$ cat config.mk
export PLATFORM = sky130hd
export DESIGN_NAME = opsum_fifo_ctrl
export DESIGN_NICKNAME = d
export VERILOG_FILES = /design/src/rtl/opsum_fifo_ctrl.sv
export SDC_FILE = /design/constraint.sdc
export NUM_CORES = 1
export LEC_CHECK = 0
export BUFFER_PORTS_ARGS = -buffer_cell sky130_fd_sc_hd__buf_2
export CAP_MARGIN = 25
export CELL_PAD_IN_SITES_DETAIL_PLACEMENT = 0
export CELL_PAD_IN_SITES_GLOBAL_PLACEMENT = 1
export CORE_ASPECT_RATIO = 1.2
export CORE_MARGIN = 2
export CORE_UTILIZATION = 40
export DETAILED_ROUTE_END_ITERATION = 10
export PLACE_DENSITY_LB_ADDON = 0.1
export SETUP_SLACK_MARGIN = 0.15
export SLEW_MARGIN = 20
export SYNTH_ARGS = -nofsm -noshare
export SYNTH_HDL_FRONTEND = slang
export SYNTH_SLANG_ARGS = --single-unit
$ cat constraint.sdc
create_clock -name clk -period 3.9 [get_ports clk]
set_input_delay 0.78 -clock clk [delete_from_list [all_inputs] [get_ports clk]]
set_output_delay 0.78 -clock clk [all_outputs]
set_load 0.05 [all_outputs]
$ cat src/rtl/opsum_fifo_ctrl.sv
// -----------------------------------------------------------------------------
// opsum_fifo_ctrl
// Drain-side controller for the output-psum FIFO. It pops psums fed by the PE
// array, requests GLB write slots from the arbiter, and writes each psum as
// one 16-bit half-word to consecutive GLB byte addresses from a per-tile base.
//
// Optional feature macro: OPSUM_RELU_EN
//   defined   -> psums are treated as signed and negative values are written
//                as zero (ReLU before lane mapping)
//   undefined -> psums are written unmodified
//
// Ports:
//   clk, rst_n                 clock, async active-low reset
//   opsum_fifo_reset_i         synchronous clear of state, counters, pointer
//   opsum_need_drain_i         start a drain task (sampled in IDLE only)
//   opsum_drain_num_i          number of psums in this task
//   opsum_fifo_base_addr_i     GLB byte base address (bit 0 ignored)
//   fifo_glb_busy_i            GLB port busy with another FIFO
//   opsum_fifo_empty_i         opsum FIFO empty
//   opsum_fifo_pop_data_i      FIFO head (first-word-fall-through)
//   opsum_fifo_pop_o           pop strobe
//   opsum_write_req_o          write request to arbiter
//   opsum_permit_write_i       arbiter grant for this cycle
//   opsum_glb_write_addr_o     GLB byte address
//   opsum_glb_write_data_o     GLB write data
//   opsum_glb_web_o            byte write enables, active high
//   opsum_is_DRAIN_state_o     high in DRAIN (FSM state visibility)
//   opsum_fifo_done_o          high in IDLE  (FSM state visibility)
//
// Handshake: opsum_write_req_o is a valid-style request that depends only on
// current state and inputs; a write fires in any cycle where request and
// opsum_permit_write_i are both high. The pop, byte enables, data and address
// of that write are presented in the same cycle; the GLB captures them on the
// next clock edge. A permit without a request has no effect.
// -----------------------------------------------------------------------------
module opsum_fifo_ctrl #(
  parameter int PSUM_W    = 16,
  parameter int BURST_MAX = 4
) (
  input  logic              clk,
  input  logic              rst_n,
  input  logic              opsum_fifo_reset_i,
  input  logic              opsum_need_drain_i,
  input  logic [31:0]       opsum_drain_num_i,
  input  logic [31:0]       opsum_fifo_base_addr_i,
  input  logic              fifo_glb_busy_i,
  input  logic              opsum_fifo_empty_i,
  input  logic [PSUM_W-1:0] opsum_fifo_pop_data_i,
  output logic              opsum_fifo_pop_o,
  output logic              opsum_write_req_o,
  input  logic              opsum_permit_write_i,
  output logic [31:0]       opsum_glb_write_addr_o,
  output logic [31:0]       opsum_glb_write_data_o,
  output logic [3:0]        opsum_glb_web_o,
  output logic              opsum_is_DRAIN_state_o,
  output logic              opsum_fifo_done_o
);

  localparam int BW = $clog2(BURST_MAX + 1);

  typedef enum logic [1:0] {
    S_IDLE  = 2'd0,
    S_DRAIN = 2'd1,
    S_WAIT  = 2'd2
  } state_e;

  state_e          state_q, state_d;
  logic [31:0]     drain_num_q, drain_num_d;
  logic [31:0]     wr_cnt_q, wr_cnt_d;
  logic [31:0]     wr_ptr_q, wr_ptr_d;
  logic [BW-1:0]   burst_cnt_q, burst_cnt_d;

  logic            req;
  logic            fire;
  logic [31:0]     addr;
  logic [PSUM_W-1:0] psum_w;

  // Request is purely combinational; the burst cap forces one idle cycle
  // after BURST_MAX back-to-back grants because burst_cnt clears on that gap.
  assign req = (state_q == S_DRAIN) && !opsum_fifo_reset_i && !opsum_fifo_empty_i &&
               !fifo_glb_busy_i && (burst_cnt_q < BW'(BURST_MAX)) &&
               (wr_cnt_q < drain_num_q);
  assign fire = req && opsum_permit_write_i;

  // Half-word addressing: base aligned to 2 bytes, pointer counts half-words.
  assign addr = {opsum_fifo_base_addr_i[31:1], 1'b0} + (wr_ptr_q << 1);

`ifdef OPSUM_RELU_EN
  assign psum_w = opsum_fifo_pop_data_i[PSUM_W-1] ? '0 : opsum_fifo_pop_data_i;
`else
  assign psum_w = opsum_fifo_pop_data_i;
`endif

  assign opsum_write_req_o      = req;
  assign opsum_fifo_pop_o       = fire;
  assign opsum_glb_write_addr_o = addr;
  assign opsum_glb_web_o        = !fire   ? 4'b0000 :
                                  addr[1] ? 4'b1100 : 4'b0011;
  assign opsum_glb_write_data_o = !fire   ? 32'h0 :
                                  addr[1] ? {psum_w, 16'h0000} : {16'h0000, psum_w};
  assign opsum_is_DRAIN_state_o = (state_q == S_DRAIN);
  assign opsum_fifo_done_o      = (state_q == S_IDLE);

  always_comb begin
    state_d     = state_q;
    drain_num_d = drain_num_q;
    wr_cnt_d    = wr_cnt_q;
    wr_ptr_d    = wr_ptr_q;
    burst_cnt_d = fire ? burst_cnt_q + BW'(1) : '0;

    if (fire) begin
      wr_cnt_d = wr_cnt_q + 32'd1;
      wr_ptr_d = wr_ptr_q + 32'd1;
    end

    case (state_q)
      S_IDLE: begin
        wr_cnt_d = '0;
        // A zero-length task is dropped so no request is ever raised.
        if (opsum_need_drain_i && (opsum_drain_num_i != 32'd0)) begin
          drain_num_d = opsum_drain_num_i;
          state_d     = S_DRAIN;
        end
      end
      S_DRAIN: begin
        if (fifo_glb_busy_i) begin
          state_d = S_WAIT;
        end else if (fire && (wr_cnt_q == drain_num_q - 32'd1)) begin
          state_d  = S_IDLE;
          wr_cnt_d = '0;
        end
      end
      S_WAIT: begin
        if (!fifo_glb_busy_i) state_d = S_DRAIN;
      end
      default: state_d = S_IDLE;
    endcase

    if (opsum_fifo_reset_i) begin
      state_d     = S_IDLE;
      drain_num_d = '0;
      wr_cnt_d    = '0;
      wr_ptr_d    = '0;
      burst_cnt_d = '0;
    end
  end

  always_ff @(posedge clk or negedge rst_n) begin
    if (!rst_n) begin
      state_q     <= S_IDLE;
      drain_num_q <= '0;
      wr_cnt_q    <= '0;
      wr_ptr_q    <= '0;
      burst_cnt_q <= '0;
    end else begin
      state_q     <= state_d;
      drain_num_q <= drain_num_d;
      wr_cnt_q    <= wr_cnt_d;
      wr_ptr_q    <= wr_ptr_d;
      burst_cnt_q <= burst_cnt_d;
    end
  end

endmodule

==> results of run 1 <==
stage by stage:
step                instances  cell area (um^2)  setup TNS, ps  setup WS (ps)
floorplan                1071              9160           -201           -153
detailed placement       1558             10900          -1920           -521
finish                   1589             12100              0            129
global placement         1558             10900          -1820           -521
global route             1588             12100              0           36.3
CTS                      1584             11700              0            116
where the power goes:
part	total (uW)	switching (uW)	internal (uW)
Combinational	818	498	320
Clock	935	423	512
Sequential	1090	29.6	1060
logic make-up after synthesis:
family / count (synthesis) / synth area share (%)
AOI/OAI and AO/OA: 219 / 16.9
adders and majority gates: 67 / 9.41
muxes: 39 / 4.38
and+or+nand+nor: 413 / 25.9
xor gates and xnor gates: 100 / 9.74
DFF: 100 / 27.8
other: 1 / 0.0417
buffers and inverters: 132 / 5.79
cell usage in the layout, fill, tap and decap left out, types with 28 or more instances in the layout:
| cell type | instances |
|---|---|
| a2111oi_0 | 28 |
| inv_1 | 58 |
| nor2_1 | 77 |
| dfrtp_1 | 98 |
| xnor2_1 | 73 |
| a21oi_1 | 52 |
| and3_1 | 30 |
| mux2i_1 | 35 |
| buf_4 | 155 |
| buf_2 | 98 |
| nand2_1 | 34 |
| nand4_1 | 43 |
| nand3_1 | 37 |
| nor3_1 | 43 |
| ha_1 | 50 |
layer usage:
metal,up-vias,share of wire (%)
met5,-,0.045
met4,2,3.3
met3,44,2.9
met2,181,51
met1,4373,42
li1,4436,-
flip-flops by register name, indices dropped and copies added (netlist names):
signal and cells:
burst_cnt_q 3, wr_ptr_q 31, wr_cnt_q 32, state_q 2
drain_num_q 32
final cells by class:
class,instances,area [um^2]
Tap cell,279,349
Clock buffer,11,243
Multi-Input combinational cell,839,6540
Inverter,64,248
Clock inverter,4,50.0
Antenna cell,1,2.50
Fill cell,2139,10100
Sequential cell,100,2500
Timing Repair Buffer,291,2150
cells in the mapped netlist, drive strengths merged, types with 34 or more instances:
cell	number	area (um^2)
a21oi	64	320
dfrtp	100	2500
nand2	34	128
nand4	43	269
inv	64	240
xnor2	78	683
clkbuf	53	199
mux2i	36	360
nor2	80	303
ha	66	826
nor3	46	235
nand3	40	205
worst max path at each step:
stage,from,endpoint,slack (ps)
4_1_cts,opsum_fifo_base_addr_i[1],opsum_glb_write_addr_o[31],120
5_1_grt,opsum_fifo_base_addr_i[1],opsum_glb_write_addr_o[15],40
6_report,drain_num_q[21]$_DFFE_PN0P_,opsum_glb_write_data_o[7],130
3_5_place_dp,opsum_fifo_base_addr_i[1],opsum_glb_write_addr_o[31],-520
3_3_place_gp,opsum_fifo_base_addr_i[1],opsum_glb_write_addr_o[31],-520
2_1_floorplan,opsum_fifo_base_addr_i[1],opsum_glb_write_addr_o[31],-150
repair_timing:
item | CTS | global route
setup endpoints to repair | 52 | 54
gates cloned | 3 | 0
endpoints found under the hold margin | 0 | 0
pin swaps | 19 | 47
setup buffers | 8 | 4
gates resized for setup | 118 | 87
worst max-delay path, cell delays in order (launching register included):
cell and delay (ps):
dfrtp_1 390, inv_2 80, ha_4 200, a21o_1 150, a21o_1 180, a21oi_2 170, o21ai_2 80, a211o_1 350
a211o_4 390, nor2_4 210, buf_6 150, and2_4 150, buf_8 140
==> key figures, run 1 <==
Outcome
  – Run status: completed

STA
  – Fin Clk Skew: ~9.5 ps
  – Final Hold Violating Endpoints: 0
  – Headroom to the max-slew limit: between 40% and 50%
  – Final critical path time including I/O delays and setup: approximately 3800 ps
  – Worst-Margin Slew: 790 ps
  – RSZ-0062 raised after global routing: true
  – Max Clk Rate: 265 MHz
  – Final-layout worst hold slack: 435 ps
  – Final period utilization: between 90% and 100%
  – Final setup fails: 0
  – Pins Over Slew Limit: 0

Yosys
  – Syn. warnings: 0
  – Sequential cell area fraction in the yosys report: ~28%
  – Netlist area before placement: about 9000 um^2
  – Nets in the synthesized netlist: approximately 1200
  – Synth cell types: 69
  – Async SR Flop Fraction: 100%
  – Most used DFF post-synth: dfrtp_1
  – Count of flip-flops with a built-in enable after synthesis: 0
  – Synth Register Bits: 100
  – Gate count after technology mapping: around 1100
  – Post-synthesis area per instance: 8.39 um^2

Final layout
  – Core occupancy in the finished layout: 54.4%
  – Post-layout nets: roughly 1500
  – Fraction of layout cells with a size suffix above 1: 32.5%
  – Post-synthesis to final-layout area growth: 34.4%

GRT
  – Global Route Usage Sum: about a quarter
  – Met1 capacity usage during global routing: a little under a third
  – Number of global-route vias before repair: 8860
  – Met3 routing resource usage after global routing: about 2.3%
  – Most Crowded Layer GR: met2
  – Global-route wire length before repair: 45.9 mm
  – Maximum number of pins on one net before global-route repair: about 70
  – Global route overflow: 0
  – Met2 usage: about 42%
  – Number of antenna violations at the first check in global routing: 2

Run
  – Max-cap violation count: 0

Drt
  – Via density per instance: between 5 and 6
  – Violation count after the first detailed-routing iteration: roughly 490
  – DR vias: 9036
  – Routed Antenna Nets: 0
  – Number of design rule violations left after detail routing: 0
  – Total iterations of the first detailed-routing run: 7
  – Routed wire length: 28.7 mm
  – Average detailed-routed wire length per instance: 18.0 um

Power and ir drop
  – Largest vdd supply drop: roughly 0.25 mV
  – Total power consumption of the routed design: between 2000 and 3000 uW
  – Pwr Density: ~240 nW/um^2
  – Leak: about 0.0054 uW

Clock network
  – Total number of H-tree levels: 3
  – Clock buffers created by TritonCTS: 9
  – Number of hold-repair buffers added at the cts stage: 0
  – Clock tree buffer depth: 2
  – Clock tree from TritonCTS: done
  – Root cell of the clock tree: clkbuf_16
  – Register clock-pin slew on the reported worst setup and hold paths: about 70 ps
  – Sink Count: 100
  – Source-to-sink clock delay at the later pin of the worst-skew pair: 360 ps

Setup path
  – Largest fanout on the critical path: 5
  – CP Launch Type: register
  – Number of cell instances on the worst register-to-register path: 10
  – Reg2Reg Launch Point: drain_num_q[9]$_DFFE_PN0P_
  – WP data required: around 3100 ps
  – Worst path arrival time: ~3000 ps
  – Critical R2R Capture: wr_cnt_q[21]$_DFF_PN0_
  – Critical Setup Path Class: reg2out
  – Crit path capture type: output pin
  – Reg-to-reg slack, setup: 530 ps

Floorplanning
  – Die width: around 140 um
  – Core footprint: 22200 um^2
  – Floorplan die height: approximately 170 um
  – Placement Rows: 60
  – Boundary Pins: approximately 160
  – Die Area: ~24000 um^2
  – Effective utilization at floorplan: about two fifths

Min path
  – Number of cells on the worst hold path: 1
  – Endpoint, Worst Hold: burst_cnt_q[0]$_DFF_PN0_
  – Hold Path Class: reg2reg
  – Hold path start: burst_cnt_q[0]$_DFF_PN0_

Placed design
  – Detailed Place HPWL: 20.8 mm
  – Port Buffers: approximately 160
  – RD Place Congestion: about 0.85
Note: power is estimated with default switching activity, not from simulation.
==> run 2, diff against run 1 <==
==> constraint.sdc (replaced) <==
create_clock -name clk -period 4.15 [get_ports clk]
set_input_delay 0.83 -clock clk [delete_from_list [all_inputs] [get_ports clk]]
set_output_delay 0.83 -clock clk [all_outputs]
set_load 0.05 [all_outputs]
==> key figures, run 2 (same netlist as run 1, synthesis figures left out) <==
Drt
  – Routed wire length: approximately 27 mm
  – Routed Antenna Nets: 0
  – DR vias: between 8000 and 9000
  – Total iterations of the first detailed-routing run: 5
  – Via density per instance: 5.63
  – Number of design rule violations left after detail routing: 0
  – Average detailed-routed wire length per instance: about 17 um
  – Violation count after the first detailed-routing iteration: approximately 470

Setup path
  – Largest fanout on the critical path: 19
  – CP Launch Type: register
  – Largest stage delay, worst path: around 400 ps
  – Crit path capture type: output pin
  – Family of cells with the greatest summed delay on the critical path: compound AO/OA/AOI/OAI gates
  – Number of buffer and inverter stages on the critical path: 3
  – Slowest stage cell, crit path: dfrtp_1
  – Worst path arrival time: about 3100 ps
  – Critical Setup Path Class: reg2out
  – Critical Path Most Common Cell: a21o_1
  – Cell chain of the critical path: inv_1 -> ha_1 -> a21o_1 -> a21o_1 -> a21oi_1 -> o21ai_1 -> a211o_1 -> a211o_4 -> clkinvlp_4 -> and3_1 -> buf_2
  – WP data required: 3320 ps

STA
  – Fin Clk Skew: a little under 10 ps
  – RSZ-0062 raised after global routing: true
  – Headroom to the max-slew limit: between 30% and 40%
  – Final period utilization: between 90% and 100%
  – Worst-Margin Slew: between 900 and 1000 ps
  – Final setup fails: 0
  – Final TNS setup: 0 ps
  – Final critical path time including I/O delays and setup: about 3900 ps
  – Final Hold Violating Endpoints: 0
  – Pins Over Slew Limit: 0
  – Max Clk Rate: approximately 250 MHz

Clock network
  – Root cell of the clock tree: clkbuf_16
  – Clock buffers created by TritonCTS: 9
  – Total number of H-tree levels: 3
  – Clock tree buffer depth: 2
  – Register clock-pin slew on the reported worst setup and hold paths: 70 ps
  – Number of hold-repair buffers added at the cts stage: 0
  – Source-to-sink clock delay at the later pin of the worst-skew pair: approximately 360 ps
  – Clock tree from TritonCTS: done
  – Sink Count: 100

Floorplanning
  – Boundary Pins: around 160
  – Effective utilization at floorplan: about two fifths
  – Die Area: around 24000 um^2
  – Die width: around 140 um
  – Placement Rows: 60
  – Floorplan die height: around 170 um
  – Core footprint: about 22000 um^2

Final layout
  – Top Registers: drain_num_q (32), wr_cnt_q (32), wr_ptr_q (31)
  – Post-layout nets: roughly 1400
  – Number of antenna diodes: 0
  – Most common library cell in the layout ignoring fill and taps: buf_2
  – Fill cell instance count of the final layout: approximately 2200
  – Most used cells in the layout excluding fill and tap cells: 131 x buf_2, 113 x buf_4, 97 x dfrtp_1, 77 x nor2_1, 74 x xnor2_1
  – Post-synthesis to final-layout area growth: 26.3%
  – Core occupancy in the finished layout: 51.1%
  – Fraction of layout cells with a size suffix above 1: approximately 27%

GRT
  – Number of global-route vias before repair: 8483
  – Global Route Usage Sum: 22.8%
  – Global route overflow: 0
  – Global-route wire length before repair: 44.0 mm
  – Number of antenna violations at the first check in global routing: 0
  – Maximum number of pins on one net before global-route repair: approximately 70

Placed design
  – RD Place Congestion: between 0.8 and 0.9
  – Detailed Place HPWL: 20.4 mm
  – Port Buffers: ~160

Power and ir drop
  – Pwr Density: ~230 nW/um^2
  – Largest vdd supply drop: around 0.16 mV
  – Leak: a little over 0.005 uW

Min path
  – Hold Path Class: reg2reg

Run
  – Max-cap violation count: 0

Outcome
  – Run status: completed
## run 2: path summary, 6_finish.rpt
check	start	to	slack, ps	cells past startpoint
worst max-delay path	drain_num_q[17]$_DFFE_PN0P_	opsum_glb_write_data_o[27]	200	11
worst min-delay path	burst_cnt_q[0]$_DFF_PN0_	burst_cnt_q[0]$_DFF_PN0_	440	1
worst max register to register	drain_num_q[1]$_DFFE_PN0P_	state_q[0]$_DFFE_PN0P_	560	10
worst min register to register	burst_cnt_q[0]$_DFF_PN0_	burst_cnt_q[0]$_DFF_PN0_	440	1
max in group asynchronous	rst_n	wr_cnt_q[9]$_DFF_PN0_	2720	2
min in group asynchronous	rst_n	drain_num_q[23]$_DFFE_PN0P_	580	1
## run 2: layer usage
metal,track usage (%),share of wire [%],vias to the layer above,wire length [um]
li1,-,-,4370,-
met1,26.9,41,4195,11000
met2,42.8,54,152,14700
met3,1.73,2.4,35,643
met4,9.00,2.9,0,775
met5,0,0,-,0
## run 2: through the flow
step | cell area, um^2 | std cells | hold slack (ps) | worst slack [ps] | total power [uW]
after floorplan | 9070 | 1071 | 410 | -3.15 | 1500
after global placement | 10600 | 1532 | 427 | -296 | 1730
after detailed placement | 10600 | 1532 | 431 | -332 | 1730
after CTS | 11100 | 1550 | 441 | 121 | 2670
after global routing | 11400 | 1554 | 468 | 84.8 | 2790
final | 11400 | 1554 | 441 | 200 | 2650
## run 2: worst register-to-register path, stage by stage (launching register included)
cell	delay, ps
dfrtp_1	430
inv_1	110
ha_1	260
nor4b_2	560
nand3_2	230
or4_1	540
a211oi_1	350
nand4_1	200
nor4_4	230
buf_4	400
o32ai_1	150
## run 2: timing repair
action                     CTS  global route
pin swaps                   12            18
setup endpoints to repair   45            47
buffers inserted             3             4
resized for setup           42            41
## run 2: cell type report
class / instances / area, um^2 / share of cell area [%]
Clock buffer: 10 / 229 / 2.02
Sequential cell: 100 / 2510 / 22.1
Multi-Input combinational cell: 839 / 6280 / 55.4
Inverter: 64 / 244 / 2.15
Timing Repair Buffer: 257 / 1650 / 14.6
Clock inverter: 5 / 86.3 / 0.761
Tap cell: 279 / 349 / 3.08
## run 2: where the power goes
part | switching [uW] | internal (uW) | leakage [uW]
clock network | 393 | 530 | 0.000153
registers | 39.6 | 998 | 0.00137
logic | 424 | 269 | 0.00364
total | 857 | 1800 | 0.00516
==> run 3, diff against run 2 <==
--- a/config.mk
+++ b/config.mk
@@ -15,7 +15,7 @@
 export DETAILED_ROUTE_END_ITERATION = 10
 export PLACE_DENSITY_LB_ADDON = 0.1
 export SETUP_SLACK_MARGIN = 0.15
-export SLEW_MARGIN = 20
+export SLEW_MARGIN = 5
 export SYNTH_ARGS = -nofsm -noshare
 export SYNTH_HDL_FRONTEND = slang
 export SYNTH_SLANG_ARGS = --single-unit
==> constraint.sdc (replaced) <==
create_clock -name clk -period 4.12 [get_ports clk]
set_input_delay 0.824 -clock clk [delete_from_list [all_inputs] [get_ports clk]]
set_output_delay 0.824 -clock clk [all_outputs]
set_load 0.05 [all_outputs]
==> key figures, run 3 (same netlist as run 1, synthesis figures left out) <==
Placed design
  – Setup slack after placement: -349 ps
  – Detailed Place HPWL: between 20 and 25 mm
  – Port Buffers: 156
  – RD Place Congestion: about 0.89
  – Post-Place Cell Area: around 11000 um^2

Drt
  – Number of design rule violations left after detail routing: 0
  – Routed Antenna Nets: 0
  – Routed wire length: 28.1 mm
  – Total iterations of the first detailed-routing run: 5
  – DR vias: ~9000
  – Violation count after the first detailed-routing iteration: slightly below 500
  – Average detailed-routed wire length per instance: 18.0 um
  – Via density per instance: 5.76

Clock network
  – Number of hold-repair buffers added at the cts stage: 0
  – Sink Count: 100
  – Source-to-sink clock delay at the later pin of the worst-skew pair: between 300 and 400 ps
  – Total number of H-tree levels: 3
  – Root cell of the clock tree: clkbuf_16
  – Clock tree from TritonCTS: done
  – Clock buffers created by TritonCTS: 9
  – Register clock-pin slew on the reported worst setup and hold paths: about 70 ps
  – Clock tree buffer depth: 2

Setup path
  – Slowest stage cell, crit path: ha_1
  – Reg-to-reg slack, setup: about 500 ps
  – Worst path arrival time: 3020 ps
  – Critical Setup Path Class: in2out
  – Cell chain of the critical path: buf_2 -> ha_1 -> buf_4 -> a21oi_2 -> o211ai_1 -> o2111ai_1 -> nand2_1 -> o21bai_2 -> a31oi_4 -> o2111a_1 -> a211o_1 -> buf_6
  – CP Launch Type: primary input
  – Number of buffer and inverter stages on the critical path: 3
  – WP data required: between 3000 and 4000 ps
  – Family of cells with the greatest summed delay on the critical path: compound AO/OA/AOI/OAI gates
  – Largest stage delay, worst path: approximately 340 ps
  – Crit path capture type: output pin
  – Largest fanout on the critical path: 6

GRT
  – Maximum number of pins on one net before global-route repair: 72
  – Global-route wire length before repair: roughly 45 mm
  – Global route overflow: 0
  – Global Route Usage Sum: a little under a quarter
  – Number of antenna violations at the first check in global routing: 0
  – Number of global-route vias before repair: between 8000 and 9000

STA
  – Pins Over Slew Limit: 0
  – Worst-Margin Slew: between 700 and 800 ps
  – Final setup fails: 0
  – Final critical path time including I/O delays and setup: just under 4000 ps
  – Final period utilization: about 93%
  – Fin Clk Skew: between 10 and 15 ps
  – Setup WS post-layout: about 270 ps
  – Headroom to the max-slew limit: around 47%
  – RSZ-0062 raised after global routing: true
  – Final Hold Violating Endpoints: 0
  – Max Clk Rate: about 260 MHz

Power and ir drop
  – Pwr Density: 224 nW/um^2
  – Leak: a little over 0.005 uW
  – Largest vdd supply drop: around 0.16 mV

Run
  – Max-cap violation count: 0

Floorplanning
  – Placement Rows: 60
  – Floorplan die height: around 170 um
  – Boundary Pins: between 150 and 200
  – Effective utilization at floorplan: approximately 40%
  – Core footprint: approximately 22000 um^2
  – Die width: 141 um
  – Die Area: around 24000 um^2

Final layout
  – Post-layout nets: between 1000 and 1500
  – Top Registers: drain_num_q (32), wr_cnt_q (32), wr_ptr_q (31)
  – Number of antenna diodes: 0
  – Most common library cell in the layout ignoring fill and taps: buf_2
  – Fraction of layout cells with a size suffix above 1: 28.3%
  – Post-synthesis to final-layout area growth: 27.6%
  – Post-route cell area: about 11000 um^2
  – Most used cells in the layout excluding fill and tap cells: 127 x buf_2, 119 x buf_4, 95 x dfrtp_1, 76 x nor2_1, 74 x xnor2_1

Min path
  – Hold Path Class: reg2reg

Outcome
  – Run status: completed
[run 3: changes by cell type in the layout (fill, tap and decap cells not counted), moves of 3 or more]
| cell | change |
|---|---|
| buf_4 | +6 |
| buf_6 | +5 |
| buf_2 | -4 |
| clkinvlp_4 | +4 |
| ha_4 | +3 |
[run 3: cell type report]
class | count | area (um^2)
Clock inverter | 3 | 22.5
Clock buffer | 13 | 250
Timing Repair inverter | 1 | 7.51
Timing Repair Buffer | 264 | 1730
Inverter | 64 | 244
Fill cell | 2162 | 10800
Tap cell | 279 | 349
Multi-Input combinational cell | 839 | 6350
Sequential cell | 100 | 2510
[run 3: report_power, final]
group	internal, uW	switching (uW)
combinational	277	437
sequential	1010	38.5
clock	428	383
[run 3: final timing paths]
kind	start	to	depth (start not counted)
max reg2reg	drain_num_q[9]$_DFFE_PN0P_	wr_cnt_q[13]$_DFF_PN0_	10
min reg2reg	burst_cnt_q[0]$_DFF_PN0_	burst_cnt_q[0]$_DFF_PN0_	1
min	burst_cnt_q[0]$_DFF_PN0_	burst_cnt_q[0]$_DFF_PN0_	1
max	opsum_fifo_base_addr_i[11]	opsum_glb_write_addr_o[30]	12
min in group asynchronous	rst_n	drain_num_q[23]$_DFFE_PN0P_	1
max in group asynchronous	rst_n	drain_num_q[4]$_DFFE_PN0P_	2
[run 3: layer usage]
metal  part of all wire [%]  vias up  global-route usage [%]
met2                     53      194                    44.0
met5                      0        -                       0
met3                    2.7       52                    2.42
met4                    4.0        0                    10.1
met1                     40     4364                    26.6
li1                       -     4389                       -
[run 3: what timing repair did]
| action | 4_1_cts | 5_1_grt |
|---|---|---|
| resized for setup | 50 | 56 |
| pin swaps | 9 | 23 |
| setup buffers | 4 | 7 |
| cloned | 1 | 1 |
| setup endpoints to repair | 47 | 49 |
[run 3: through the flow]
stage	setup TNS (ps)	util [%]	cells	total power [uW]	hold WS, ps
final	0	51.6	1563	2570	431
after global routing	0	51.6	1563	2710	442
after CTS	0	50.1	1555	2580	435
after detailed placement	-671	48.0	1534	1750	424
after global placement	-668	48.0	1534	1740	422
after floorplan	-21.2	-	1071	1510	410
